File: src/rtl/bist_pkg.sv
// Shared types and constants for the BIST pattern engine: FSM states, LFSR/MISR
// polynomials and the LFSR step function.
package bist_pkg;
  typedef enum logic [1:0] {ST_IDLE, ST_SEED, ST_RUN, ST_CMP} state_t;

  localparam int          SIG_W     = 16;
  localparam logic [15:0] MISR_POLY = 16'h1021;
  // x^14+x^5+x^3+x+1: feedback from bits 13,4,2,0
  localparam logic [13:0] LFSR_TAPS = 14'h2015;

  function automatic logic [13:0] lfsr_step(logic [13:0] x);
    return {x[12:0], ^(x & LFSR_TAPS)};
  endfunction
endpackage

File: src/rtl/bist_misr.sv
// Multiple-input signature register: folds the netlist response into a 16-bit
// signature. sig_nxt exposes the value being loaded so the top can compare early.
module bist_misr
  import bist_pkg::*;
#(
  parameter int PO_W = 8
) (
  input  logic             clk,
  input  logic             rst,
  input  logic             clr,
  input  logic             en,
  input  logic [PO_W-1:0]  po_vec,
  output logic [SIG_W-1:0] sig,
  output logic [SIG_W-1:0] sig_nxt
);
  logic [SIG_W-1:0] step;

  always_comb begin
    step = {sig[SIG_W-2:0], 1'b0} ^ (sig[SIG_W-1] ? MISR_POLY : '0) ^ SIG_W'(po_vec);
    if (clr)     sig_nxt = '0;
    else if (en) sig_nxt = step;
    else         sig_nxt = sig;
  end

  always_ff @(posedge clk or posedge rst)
    if (rst) sig <= '0;
    else     sig <= sig_nxt;
endmodule

File: src/rtl/bist_pattern_engine.sv
// BIST engine: LFSR pattern source, pattern counter and run FSM; responses are
// compacted by bist_misr and checked against GOLDEN at the end of a run.
module bist_pattern_engine
  import bist_pkg::*;
#(
  parameter int          PI_W   = 14,
  parameter int          PO_W   = 8,
  parameter int          N_PAT  = 256,
  parameter logic [13:0] SEED   = 14'h0001,
  parameter logic [15:0] GOLDEN = 16'h0000
) (
  input  logic             clk,
  input  logic             rst,
  input  logic             start,
  input  logic             abort,
  output logic [PI_W-1:0]  pi_vec,
  input  logic [PO_W-1:0]  po_vec,
  output logic             busy,
  output logic             done,
  output logic             pass,
  output logic [SIG_W-1:0] signature
);
  // An all-zero seed would lock the LFSR up
  localparam logic [13:0] SEED_EFF = (SEED == 14'h0) ? 14'h0001 : SEED;
  localparam logic [15:0] CNT_LAST = 16'(N_PAT - 1);

  state_t           state_q, state_d;
  logic [13:0]      lfsr, lfsr_nxt;
  logic [15:0]      cnt;
  logic             misr_clr, misr_en;
  logic [SIG_W-1:0] sig_nxt;

  always_ff @(posedge clk or posedge rst)
    if (rst) state_q <= ST_IDLE;
    else     state_q <= state_d;

  always_comb begin
    state_d = state_q;
    case (state_q)
      ST_IDLE: if (start) state_d = ST_SEED;
      ST_SEED: state_d = abort ? ST_IDLE : ST_RUN;
      ST_RUN: begin
        if (abort)                 state_d = ST_IDLE;
        else if (cnt == CNT_LAST)  state_d = ST_CMP;
      end
      ST_CMP:  state_d = ST_IDLE;
      default: state_d = ST_IDLE;
    endcase
  end

  always_comb begin
    busy     = (state_q == ST_SEED) || (state_q == ST_RUN);
    done     = (state_q == ST_CMP);
    misr_clr = (state_q == ST_SEED) && !abort;
    misr_en  = (state_q == ST_RUN)  && !abort;
    lfsr_nxt = lfsr;
    if (misr_clr)     lfsr_nxt = SEED_EFF;
    else if (misr_en) lfsr_nxt = lfsr_step(lfsr);
  end

  always_ff @(posedge clk or posedge rst)
    if (rst) begin
      lfsr   <= SEED_EFF;
      cnt    <= '0;
      pi_vec <= '0;
      pass   <= 1'b0;
    end else begin
      lfsr   <= lfsr_nxt;
      // pi_vec tracks the LFSR only while running, so the netlist sees 0 when idle
      pi_vec <= (state_d == ST_RUN) ? PI_W'(lfsr_nxt) : '0;
      if (misr_clr)     cnt <= '0;
      else if (misr_en) cnt <= cnt + 16'd1;
      if ((state_q == ST_IDLE && start) || (busy && abort))
        pass <= 1'b0;
      else if (state_q == ST_RUN && state_d == ST_CMP)
        pass <= (sig_nxt == GOLDEN);
    end

  bist_misr #(.PO_W(PO_W)) u_misr (
    .clk     (clk),
    .rst     (rst),
    .clr     (misr_clr),
    .en      (misr_en),
    .po_vec  (po_vec),
    .sig     (signature),
    .sig_nxt (sig_nxt)
  );
endmodule

File: config.mk
export PLATFORM = sky130hd
export DESIGN_NAME = bist_pattern_engine
export DESIGN_NICKNAME = d
export VERILOG_FILES = /design/src/rtl/bist_pkg.sv /design/src/rtl/bist_misr.sv /design/src/rtl/bist_pattern_engine.sv
export SDC_FILE = /design/constraint.sdc
export NUM_CORES = 1
export LEC_CHECK = 0
export ABC_AREA = 0
export CAP_MARGIN = 30
export CORE_MARGIN = 5
export CORE_UTILIZATION = 48
export CTS_CLUSTER_SIZE = 30
export DETAILED_ROUTE_END_ITERATION = 12
export PLACE_DENSITY_LB_ADDON = 0.2
export SETUP_SLACK_MARGIN = 0.05
export SYNTH_ARGS = -nofsm -noshare
export SYNTH_HDL_FRONTEND = slang
export SYNTH_SLANG_ARGS = --single-unit
File: constraint.sdc
create_clock -name clk -period 4.56 [get_ports clk]
set_input_delay 0.912 -clock clk [delete_from_list [all_inputs] [get_ports clk]]
set_output_delay 0.912 -clock clk [all_outputs]
set_load 0.01 [all_outputs]
==> results by stage <==
Placed design:
- The HPWL after detailed placement is 4160 um.
- The number of input and output port buffers inserted is 44.
- After detailed placement, the design holds a cell count of 403.
- Routability-driven placement finished with a final weighted congestion of 0.829.
- Timing analysis after detailed placement gives a worst setup slack of 1180 ps.

Run status:
- The run finished with clean final reports.

Floorplan:
- The die is 88 um wide.
- The initial utilization of the core area, before any placement, comes to 49.3%.
- The placeable core region is 0.00592 mm2.
- The floorplan step set the die height to 88 um.
- The area of the die is 0.00774 mm2.
- In this run the count of I/O pins placed on the die edge is 45.
- In this run the core area contains 28 standard-cell rows.

Worst hold path:
- For hold timing, the worst endpoint is pass$_DFFE_PP0P_.
- The startpoint identified for the worst hold timing path is pass$_DFFE_PP0P_.
- The hold path depth is 2.
- The type of the worst min-delay path is reg -> reg.

Power:
- Of the total power, the share spent switching nets is 31.4%.
- Power spread over the standard cell area amounts to 466 mW/mm2.
- Summed over all cells, the static leakage comes to 1.65 nW.
- The design draws 1.69 mW.
- The cell-internal power is 1.16 mW.
- The sequential share of power is 39.7%.
- IR analysis of the VDD net gives a maximum drop of 0.240 mV.
- The proportion of power drawn by combinational gates is 28.3%.
- The part of the power in the clock network is 32.0%.
- The total net switching power is 0.531 mW.

STA:
- The clock arrives with 10.5 ps of skew.
- Setup repair after global routing left no endpoint under its margin.
- The worst path in the final design needs a cycle of 3000 ps, including I/O delays and setup.
- Timing would allow up to 333 MHz.
- The number of pins with negative max-slew slack in the final report is 0.
- At the pin with the least slew margin, the transition time is 947 ps.
- Final hold analysis gives a worst-case slack of 520 ps.
- The normalized max-slew margin is 36.9%.
- The final worst setup slack is 1560 ps.
- The total negative slack is 0 ps.
- The number of failing hold endpoints at the final stage is 0.
- Setup violations remaining at the end of the flow were counted as 0.
- The final cycle utilization of the critical path is 65.8%.

Synth:
- The post-synth net total is 312.
- The number of synthesized register bits is 63.
- The sequential fraction of the synthesis area is 54.0%.
- The synthesis warning total is 0.
- Averaged over all synthesized cells, the footprint is 9.93 um2.
- Synthesis produced a netlist whose cell count is 294.
- The cell area after synthesis is 0.00292 mm2.
- The number of distinct standard cells referenced by the synthesized netlist is 44.

CTS:
- In this run the number of H-tree levels came out at 3.
- The post-CTS setup buffer count is 0.
- The clock insertion delay at the later pin of the skew report is 340 ps.
- After clock tree synthesis, the clock-pin slew on the worst setup and hold paths is 70 ps.
- The root buffer cell chosen for the clock tree is sky130_fd_sc_hd__clkbuf_8.
- The CTS tree is built.
- After clock tree synthesis, the flow added hold-fix buffers numbering 0.
- The clock passes through at most 2 buffers.
- For this design, the sink count on the clock tree is 63.
- Counting the buffers created by CTS gives 9.
- After clock tree synthesis, the repair step resized 0 gates.

Drt:
- The detailed-routing iteration count for the pre-antenna-repair pass is 4.
- For this block, the via count after detailed routing is 2192.
- The average detailed-routed wire length per instance is 14.6 um.
- The final routed DRC violation total is 0.
- The detailed router finished its first iteration with 110 violations.
- The detail route stage leaves a number of antenna-violating nets equal to 0.
- The overall routed net length is 6100 um.
- After detailed routing, the number of vias per cell comes to 5.23.

Worst setup path:
- The endpoint of the most critical register-to-register path is cnt[13]$_DFFE_PP0P_.
- The worst register-to-register path has a setup slack of 1860 ps.
- The arrival time of data at the critical path endpoint is 3210 ps.
- The critical path is of the in -> reg type.
- Measured in cells, the most critical reg-to-reg path has a length of 8.
- The sort of element at the end of the critical path is a register.
- The data required time at the worst endpoint is 4770 ps.
- The startpoint identified for the worst register-to-register timing path is state_q[0]$_DFF_PP0_.
- Along the worst path, the maximum fanout reaches 25.
- STA classifies the critical path startpoint as a primary input.

GRT:
- The global-route wire length before repair is 10100 um.
- Global routing finished with a remaining overflow of 0.
- The number of antenna violations at the first check in global routing is 0.
- For this run, the total global-route usage over all layers was measured as 17.1%.
- Entering global routing, the biggest net connects 47 pins.
- The number of global-route vias before repair is 2111.

Final layout:
- The count of non-filler cells in the finished layout is 419.
- In the final design database the tool counted 357 nets.
- The number of antenna repair diodes is 0.
- Of the cells placed in the final design, the portion with a size suffix greater than 1 is 8.43%.
- The layout has 521 filler cells.
- The post-synthesis to final-layout area growth is 24.4%.

Run:
- Max-cap violations in this run came to 0.
-- state kept, by name, indices dropped and copies added, names as in the netlist --
signal / cells
u_misr.sig: 16
state_q: 2
lfsr: 14
cnt: 16
pass: 1
pi_vec: 14
-- cell usage in the layout, fill, tap and decap left out, types with 2 or more instances in the layout --
cell type	synthesis	routed
sky130_fd_sc_hd__clkbuf_8	0	11
sky130_fd_sc_hd__inv_1	3	2
sky130_fd_sc_hd__and2b_1	5	5
sky130_fd_sc_hd__nand2_1	56	56
sky130_fd_sc_hd__nand4_1	5	5
sky130_fd_sc_hd__xnor2_1	7	7
sky130_fd_sc_hd__buf_4	1	4
sky130_fd_sc_hd__or3_1	2	2
sky130_fd_sc_hd__bufinv_16	0	2
sky130_fd_sc_hd__o31ai_1	3	3
sky130_fd_sc_hd__and3_1	3	3
sky130_fd_sc_hd__and2_1	14	14
sky130_fd_sc_hd__xor2_1	20	20
sky130_fd_sc_hd__clkbuf_1	5	2
sky130_fd_sc_hd__dfrtp_1	62	62
sky130_fd_sc_hd__clkdlybuf4s50_1	0	44
sky130_fd_sc_hd__a21oi_1	21	21
sky130_fd_sc_hd__ha_1	6	6
sky130_fd_sc_hd__nor2_1	21	21
sky130_fd_sc_hd__nand3_1	6	6
sky130_fd_sc_hd__nor4_1	3	3
sky130_fd_sc_hd__o21ai_1	5	5
sky130_fd_sc_hd__o21ai_0	16	16
-- cell usage after synthesis, drive strengths merged --
cell type  number  share of area [%]
and3            3               0.64
o22ai           1               0.21
o21a            1               0.26
and4            1               0.30
a22oi           1               0.26
o21ai          21                3.6
nand3b          1               0.26
and4b           1               0.34
dfrtp          62                 53
nand3           7                1.4
ha              6                2.6
clkbuf          5               0.64
a31oi           1               0.21
nand2b          2               0.51
and2b           5                1.3
a221o           1               0.34
inv             3               0.39
xor2           20                6.0
nor4            4                1.1
nor2b           2               0.43
nand4           5                1.1
nor2           22                2.9
or3             2               0.43
nor3b           1               0.26
nor3            3                1.1
o31ai           3               0.77
dfstp           1               0.90
a21oi          22                3.9
o41ai           1               0.56
buf             9                2.0
nand2          56                7.2
xnor2           7                2.1
and2           14                3.0
-- stage by stage --
| stage | cell area, um2 | util (%) |
|---|---|---|
| 3_5_place_dp | 3410 | 57.6 |
| 2_1_floorplan | 2920 | - |
| 4_1_cts | 3630 | 61.4 |
| 5_1_grt | 3630 | 61.4 |
| 6_report | 3630 | 61.4 |
| 3_3_place_gp | 3410 | 57.6 |
-- critical path: stages --
cell and delay (ps):
sky130_fd_sc_hd__clkdlybuf4s50_1 570, sky130_fd_sc_hd__and2b_1 870, sky130_fd_sc_hd__nand3_2 200, sky130_fd_sc_hd__nor3_4 310, sky130_fd_sc_hd__nand3_1 120, sky130_fd_sc_hd__xor2_1 150, sky130_fd_sc_hd__nor2_1 60
-- cell families after synthesis --
group	synth area share, %
AO/OA/AOI/OAI	10.1
XOR/XNOR	8.10
adder cells (fa/ha/maj)	2.57
buffers and inverters	3.04
flip-flops	54.0
AND/OR/NAND/NOR	22.2
-- worst max-delay path by stage --
stage | startpoint | to | depth (start not counted)
floorplan | rst | cnt[0]$_DFFE_PP0P_ | 1
global placement | abort | cnt[15]$_DFFE_PP0P_ | 7
detailed placement | abort | pi_vec[1]$_DFF_PP0_ | 5
CTS | abort | pi_vec[1]$_DFF_PP0_ | 5
global route | abort | pass$_DFFE_PP0P_ | 7
finish | abort | cnt[13]$_DFFE_PP0P_ | 7
-- cell type report --
class                      count  area (um2)  share of cell area [%]
inverter                       3        11.3                   0.310
tap                           75        93.8                    2.58
sequential                    63        1580                    43.4
multi-input combinational    214        1260                    34.6
clock inverter                 3        65.1                    1.79
timing repair buffer          48         470                    12.9
clock buffer                  13         159                    4.37
-- power groups by stage --
stage | clock (mW) | sequential (mW) | combinational (mW)
floorplan | 0 | 0.688 | 0.293
global placement | 0 | 0.680 | 0.469
detailed placement | 0 | 0.681 | 0.476
CTS | 0.553 | 0.672 | 0.480
global route | 0.581 | 0.681 | 0.526
finish | 0.541 | 0.672 | 0.478
-- routing by layer --
layer	up-vias	wire length, um	track usage, %	part of all wire (%)
met5	-	0	0	0
met4	0	55	4.18	0.90
met3	9	325	6.11	5.3
met2	44	3000	27.5	49
met1	1065	2720	22.2	45
li1	1074	-	-	-
Power figures use the tool's default switching activity.
